[src/rtl/forthsuper_pkg.sv]
// rtl/forthsuper_pkg.sv - shared types and constants for the inner interpreter sequencer
package forthsuper_pkg;

  typedef enum logic [2:0] {
    ST_IDLE  = 3'd0,
    ST_FETCH = 3'd1,
    ST_WAIT  = 3'd2,
    ST_DISP  = 3'd3,
    ST_NEXT  = 3'd4,
    ST_DONE  = 3'd5
  } seq_sts;

  localparam logic [7:0] OP_EXIT = 8'h00;

  function automatic logic [15:0] sat_inc16(input logic [15:0] v);
    return (v == 16'hFFFF) ? v : v + 16'd1;
  endfunction

endpackage

[src/rtl/seq_wdog.sv]
// rtl/seq_wdog.sv - per-opcode dispatch watchdog, used by inner_seq when INNER_SEQ_WDOG_EN is defined
module seq_wdog #(
  parameter int TMO = 64
) (
  input  logic clk,
  input  logic rst_n,
  input  logic clr_i,
  input  logic run_i,
  output logic expire_o
);

  localparam int CW = (TMO > 1) ? $clog2(TMO) : 1;
  localparam logic [CW-1:0] LAST = CW'(TMO - 1);

  logic [CW-1:0] cnt_q, cnt_d;

  // Counter holds at LAST so a stuck run never wraps back past the limit.
  always_comb begin
    cnt_d = cnt_q;
    if (clr_i)
      cnt_d = '0;
    else if (run_i && (cnt_q != LAST))
      cnt_d = cnt_q + 1'b1;
  end

  always_ff @(posedge clk or negedge rst_n) begin
    if (!rst_n) cnt_q <= '0;
    else        cnt_q <= cnt_d;
  end

  assign expire_o = run_i && (cnt_q == LAST);

endmodule

[src/rtl/inner_seq.sv]
// rtl/inner_seq.sv - thread sequencer feeding opcodes to inner; watchdog built in with INNER_SEQ_WDOG_EN
module inner_seq
  import forthsuper_pkg::*;
#(
  parameter int DSZ = 8,
  parameter int ASZ = 17,
  parameter int TMO = 64
) (
  input  logic           clk,
  input  logic           rst_n,
  input  logic           start,
  input  logic [ASZ-1:0] pfa,
  input  logic           abort,
  output logic [ASZ-1:0] mem_a,
  output logic           mem_re,
  input  logic [DSZ-1:0] mem_rd,
  output logic           ex_en,
  output logic [ASZ-1:0] ex_pfa,
  output logic [DSZ-1:0] ex_op,
  input  logic           ex_bsy,
  output logic           busy,
  output logic           done,
  output logic           err,
  output logic [15:0]    nops
);

  seq_sts         st_q, st_d;
  logic [ASZ-1:0] ip_q, ip_d;
  logic [DSZ-1:0] op_q, op_d;
  logic [15:0]    nops_q, nops_d;
  logic           err_q, err_d;
  logic           disp_seen_q;
  logic           wdog_exp;
  logic           disp_ok;
  logic           tmo_hit;

`ifdef INNER_SEQ_WDOG_EN
  seq_wdog #(.TMO(TMO)) u_wdog (
    .clk      (clk),
    .rst_n    (rst_n),
    .clr_i    (st_q != ST_DISP),
    .run_i    (st_q == ST_DISP),
    .expire_o (wdog_exp)
  );
`else
  assign wdog_exp = 1'b0;
`endif

  // inner's bsy is combinational on ex_en, so the first DISP cycle never counts as done.
  assign disp_ok = disp_seen_q && !ex_bsy;
  assign tmo_hit = wdog_exp && ex_bsy;

  always_ff @(posedge clk or negedge rst_n) begin
    if (!rst_n) st_q <= ST_IDLE;
    else        st_q <= st_d;
  end

  always_comb begin
    st_d = st_q;
    if (abort) begin
      st_d = ST_IDLE;
    end else begin
      case (st_q)
        ST_IDLE:  if (start) st_d = ST_FETCH;
        ST_FETCH: st_d = ST_WAIT;
        ST_WAIT:  st_d = (mem_rd == DSZ'(OP_EXIT)) ? ST_DONE : ST_DISP;
        ST_DISP: begin
          if (tmo_hit)      st_d = ST_DONE;
          else if (disp_ok) st_d = ST_NEXT;
        end
        ST_NEXT:  st_d = ST_FETCH;
        ST_DONE:  st_d = ST_IDLE;
        default:  st_d = ST_IDLE;
      endcase
    end
  end

  always_comb begin
    mem_re = (st_q == ST_FETCH);
    mem_a  = mem_re ? ip_q : '0;
    ex_en  = (st_q == ST_DISP);
    ex_pfa = ip_q;
    ex_op  = op_q;
    busy   = (st_q != ST_IDLE);
    done   = (st_q == ST_DONE);
    nops   = nops_q;
    err    = err_q;
  end

  always_comb begin
    ip_d   = ip_q;
    op_d   = op_q;
    nops_d = nops_q;
    err_d  = err_q;
    if (!abort) begin
      case (st_q)
        ST_IDLE: if (start) begin
          ip_d   = pfa;
          nops_d = '0;
          err_d  = 1'b0;
        end
        ST_WAIT: op_d = mem_rd;
        ST_DISP: begin
          if (tmo_hit)      err_d  = 1'b1;
          else if (disp_ok) nops_d = sat_inc16(nops_q);
        end
        ST_NEXT: ip_d = ip_q + 1'b1;
        default: ;
      endcase
    end
  end

  always_ff @(posedge clk or negedge rst_n) begin
    if (!rst_n) begin
      ip_q        <= '0;
      op_q        <= '0;
      nops_q      <= '0;
      err_q       <= 1'b0;
      disp_seen_q <= 1'b0;
    end else begin
      ip_q        <= ip_d;
      op_q        <= op_d;
      nops_q      <= nops_d;
      err_q       <= err_d;
      disp_seen_q <= (st_q == ST_DISP);
    end
  end

endmodule

[config.mk]
export PLATFORM = sky130hd
export DESIGN_NAME = inner_seq
export DESIGN_NICKNAME = d
export VERILOG_FILES = /design/src/rtl/forthsuper_pkg.sv /design/src/rtl/seq_wdog.sv /design/src/rtl/inner_seq.sv
export SDC_FILE = /design/constraint.sdc
export NUM_CORES = 1
export LEC_CHECK = 0
export ABC_CLOCK_PERIOD_IN_PS = 1800
export CAP_MARGIN = 20
export CELL_PAD_IN_SITES_DETAIL_PLACEMENT = 0
export CELL_PAD_IN_SITES_GLOBAL_PLACEMENT = 1
export CORE_ASPECT_RATIO = 1.25
export CORE_MARGIN = 3
export CORE_UTILIZATION = 33
export DETAILED_ROUTE_END_ITERATION = 10
export PLACE_DENSITY_LB_ADDON = 0.25
export SYNTH_ARGS = -nofsm -noshare
export SYNTH_HDL_FRONTEND = slang
export SYNTH_SLANG_ARGS = --single-unit
[constraint.sdc]
create_clock -name clk -period 1.8 [get_ports clk]
set_input_delay 0.36 -clock clk [delete_from_list [all_inputs] [get_ports clk]]
set_output_delay 0.36 -clock clk [all_outputs]
set_load 0.01 [all_outputs]
==> impl_metrics.xml <==
<?xml version="1.0" encoding="UTF-8"?>
<metrics>
  <group name="global_route">
    <metric name="number_of_antenna_violations_at_the_first_check_in_global_routing" unit="">0</metric>
    <metric name="grt_pass1_wl" unit="µm">14100</metric>
    <metric name="overflow" unit="">0</metric>
    <metric name="grt_pass1_vias" unit="">2932</metric>
    <metric name="grt_max_degree" unit="">27</metric>
    <metric name="grt_util_all_layers" unit="%">19.1</metric>
  </group>
  <group name="sta">
    <metric name="drv_slew" unit="">0</metric>
    <metric name="rsz_0062_raised_after_global_routing" unit="">yes</metric>
    <metric name="fin_crit" unit="ps">1950</metric>
    <metric name="fmaxAchievable" unit="GHz">0.513</metric>
    <metric name="setup_violations" unit="">26</metric>
    <metric name="report.final.hold_viol_count" unit="">0</metric>
    <metric name="period_share" unit="%">108</metric>
    <metric name="worst_clock_skew" unit="ps">6.30</metric>
    <metric name="worst_slack" unit="ps">-150</metric>
  </group>
  <group name="die">
    <metric name="floorplan.core_area" unit="µm²">7840</metric>
    <metric name="die_area" unit="µm²">9240</metric>
    <metric name="initial_core_utilization" unit="%">34.2</metric>
    <metric name="dieWidth" unit="µm">86.6</metric>
    <metric name="die-height" unit="µm">107</metric>
    <metric name="floorplan.rows" unit="">36</metric>
    <metric name="io_pins" unit="">93</metric>
  </group>
  <group name="cts">
    <metric name="cts_max_level" unit="">2</metric>
    <metric name="tritoncts_num_sinks" unit="">45</metric>
    <metric name="clk_root_buffer_cell" unit="">sky130_fd_sc_hd__clkbuf_8</metric>
    <metric name="tritoncts_clock_tree" unit="">built</metric>
    <metric name="number_of_buffers_created_by_cts" unit="">5</metric>
    <metric name="worstSkewPairLatency" unit="ps">300</metric>
    <metric name="cts_buffer_depth" unit="">2</metric>
    <metric name="clk_pin_slew" unit="ps">100</metric>
  </group>
  <group name="finish">
    <metric name="postLayoutCoreUtil" unit="%">59.0</metric>
    <metric name="final_layout_size_suffix_gt1_share" unit="%">33.6</metric>
    <metric name="fillerInstances" unit="">713</metric>
    <metric name="antenna-diode-count" unit="">0</metric>
    <metric name="final_nets" unit="">498</metric>
    <metric name="syn_to_final_growth" unit="%">72.5</metric>
    <metric name="final_cell_count_no_fill" unit="">562</metric>
  </group>
  <group name="synthesis">
    <metric name="synth_area_per_cell" unit="µm²">8.87</metric>
    <metric name="mappedNetlistArea" unit="µm²">2680</metric>
    <metric name="count_of_flip_flops_with_a_built_in_enable_after_synthesis" unit="">0</metric>
    <metric name="netlist_instances" unit="">302</metric>
    <metric name="ys.warnings.count" unit="">0</metric>
    <metric name="synthesis.nets" unit="">334</metric>
    <metric name="synth.top_cells.by_area" unit="">sky130_fd_sc_hd__dfrtp_1 (42%), sky130_fd_sc_hd__a31oi_1 (4.7%), sky130_fd_sc_hd__and2_1 (4.2%)</metric>
    <metric name="yosys-top-cells-count" unit="">sky130_fd_sc_hd__dfrtp_1 (45), sky130_fd_sc_hd__nand2_1 (28), sky130_fd_sc_hd__a31oi_1 (20), sky130_fd_sc_hd__nand3_1 (20), sky130_fd_sc_hd__a21oi_1 (19)</metric>
    <metric name="yosysTopAreaCellShare" unit="%">42.0</metric>
    <metric name="synth-async-reset-ratio" unit="%">100</metric>
    <metric name="yosys_register_bits" unit="">45</metric>
    <metric name="synth.lib_cells_used.distinct" unit="">49</metric>
    <metric name="ys.flop_type" unit="">sky130_fd_sc_hd__dfrtp_1</metric>
    <metric name="ys_seq_area_share" unit="%">42.0</metric>
    <metric name="yosysMostFrequentCell" unit="">sky130_fd_sc_hd__dfrtp_1</metric>
    <metric name="synth.largest_area_cell" unit="">sky130_fd_sc_hd__dfrtp_1</metric>
  </group>
  <group name="critical_path">
    <metric name="timing.critical_path.slowest_stage_cell" unit="">sky130_fd_sc_hd__dfrtp_1</metric>
    <metric name="worst_setup_path_end_kind" unit="">output port</metric>
    <metric name="timing.setup.critical_path_class" unit="">flop to output port</metric>
    <metric name="worst_r2r_startpoint" unit="">st_q[1]</metric>
    <metric name="worstPathArrival" unit="ps">1590</metric>
    <metric name="timing.critical_path.cells" unit="">nor3b_4, buf_6, buf_6, buf_6, buf_6, and2_4, buf_6</metric>
    <metric name="critPathLaunchType" unit="">flop</metric>
    <metric name="critical-path-top-delay-family" unit="">buffers and inverters</metric>
    <metric name="timing.reg2reg.worst_path_depth" unit="">6</metric>
    <metric name="worst-path-stages" unit="">7</metric>
    <metric name="cp_num_buf_inv" unit="">5</metric>
    <metric name="worst-r2r-setup-slack" unit="ps">-90</metric>
    <metric name="critical-path-top-cell-by-count" unit="">sky130_fd_sc_hd__buf_6</metric>
    <metric name="max_stage_delay_on_crit_path" unit="ps">410</metric>
    <metric name="worst_ep_required_time" unit="ps">1440</metric>
    <metric name="crit_path_max_fanout" unit="">4</metric>
    <metric name="regToRegEndpoint" unit="">ex_pfa[15]</metric>
  </group>
  <group name="power_and_ir_drop">
    <metric name="pwr_density_cell" unit="nW/µm²">732</metric>
    <metric name="report.power.total" unit="mW">3.38</metric>
    <metric name="irDropWorstVdd" unit="V">0.000490</metric>
    <metric name="static-leakage-power" unit="nW">2.01</metric>
  </group>
  <group name="outcome">
    <metric name="violated_checks" unit="">negative setup slack</metric>
    <metric name="status" unit="">finished, violations left</metric>
  </group>
  <group name="routing">
    <metric name="detail-route-antenna-nets" unit="">0</metric>
    <metric name="detailroute.via_count" unit="">3061</metric>
    <metric name="drt-wirelength-per-cell" unit="µm">16.3</metric>
    <metric name="wirelength" unit="µm">9160</metric>
    <metric name="starting_drt_drc_count" unit="">115</metric>
    <metric name="via_per_inst" unit="">5.45</metric>
    <metric name="drc" unit="">0</metric>
    <metric name="drt-pass1-iter-count" unit="">4</metric>
  </group>
  <group name="placement">
    <metric name="globalplace.congestion" unit="">0.826</metric>
    <metric name="port_buffers" unit="">91</metric>
    <metric name="dp.final_hpwl" unit="µm">6200</metric>
    <metric name="numPlacedInstances" unit="">521</metric>
  </group>
  <group name="hold_path">
    <metric name="hold_path.class" unit="">input pin to async pin</metric>
  </group>
  <group name="run">
    <metric name="max_cap_violations" unit="">0</metric>
  </group>
</metrics>
[registers in the layout, summed over array words and instances, names as in the netlist]
name         count
ex_op            8
st_q             3
nops            16
disp_seen_q      1
ex_pfa          17
[cells by family after synthesis]
logic type | count (synthesis) | share of synthesized area, %
compound gates | 83 | 20.3
fa+ha+maj | 2 | 0.934
buf+inv | 30 | 4.86
flops | 45 | 42.0
mux | 9 | 3.74
other cells | 1 | 0.140
simple gates | 132 | 28.0
[layout by cell type, fill, tap and decap left out, types with 11 or more instances in the layout]
cell type and n:
sky130_fd_sc_hd__clkdlybuf4s50_1 67, sky130_fd_sc_hd__buf_2 11, sky130_fd_sc_hd__dfrtp_1 44, sky130_fd_sc_hd__nand2_1 28
sky130_fd_sc_hd__a21oi_1 16, sky130_fd_sc_hd__buf_4 58, sky130_fd_sc_hd__nand4_1 11, sky130_fd_sc_hd__a31oi_1 19
sky130_fd_sc_hd__nand3_1 19, sky130_fd_sc_hd__buf_6 31, sky130_fd_sc_hd__and2_4 12
[where the power goes]
part | internal (mW) | switching, mW
registers | 1.17 | 0.185
logic | 0.804 | 0.544
clock network | 0.284 | 0.390
total | 2.26 | 1.12
[how the worst max path moves through the flow]
stage | from | endpoint | slack (ps)
floorplan | st_q[1] | mem_a[10] | 100
global placement | mem_rd[3] | st_q[1] | -130
detailed placement | mem_rd[3] | st_q[1] | -130
CTS | st_q[2] | mem_a[11] | -210
global route | st_q[1] | mem_a[13] | -240
finish | st_q[0] | mem_a[13] | -150
[metrics by stage]
stage | setup slack (ps) | instance area, µm² | TNS, ps | hold WS (ps)
after global routing | -245 | 4620 | -4990 | 502
after detailed placement | -129 | 4060 | -1480 | 265
after global placement | -133 | 4060 | -1370 | 268
after floorplan | 103 | 2680 | 0 | 64.4
final | -150 | 4620 | -1940 | 474
after CTS | -210 | 4310 | -2660 | 479
[worst register-to-register path: stages (launching register included)]
cell and delay (ps):
sky130_fd_sc_hd__dfrtp_1 430, sky130_fd_sc_hd__buf_4 150, sky130_fd_sc_hd__buf_6 120, sky130_fd_sc_hd__or2_4 270
sky130_fd_sc_hd__or2_4 270, sky130_fd_sc_hd__or4_1 490, sky130_fd_sc_hd__nand3_1 90
[per-layer routing]
metal	up-vias	wire length (µm)	global-route usage, %
met5	-	0	0
met2	114	4810	33.1
met3	17	496	3.69
li1	1459	-	-
met4	0	206	7.13
met1	1471	3650	23.1
[what timing repair did]
| item | CTS | global route |
|---|---|---|
| pin swaps | 11 | 19 |
| hold buffers | 1 | 0 |
| buffers inserted | 17 | 10 |
| gates cloned | 3 | 4 |
| gates resized for setup | 104 | 51 |
| hold endpoints to repair | 9 | 0 |
| endpoints found under the setup margin | 23 | 52 |
[final cells by class]
cell class / count / area [µm²] / share of cell area (%)
Multi-Input combinational cell: 227 / 1550 / 33.6
Timing Repair Buffer: 177 / 1690 / 36.6
Tap cell: 95 / 119 / 2.57
Sequential cell: 45 / 1130 / 24.4
Inverter: 10 / 37.5 / 0.812
Clock buffer: 5 / 68.8 / 1.49
Clock inverter: 3 / 25.0 / 0.541
No activity file was read; power rests on OpenSTA's default activity.
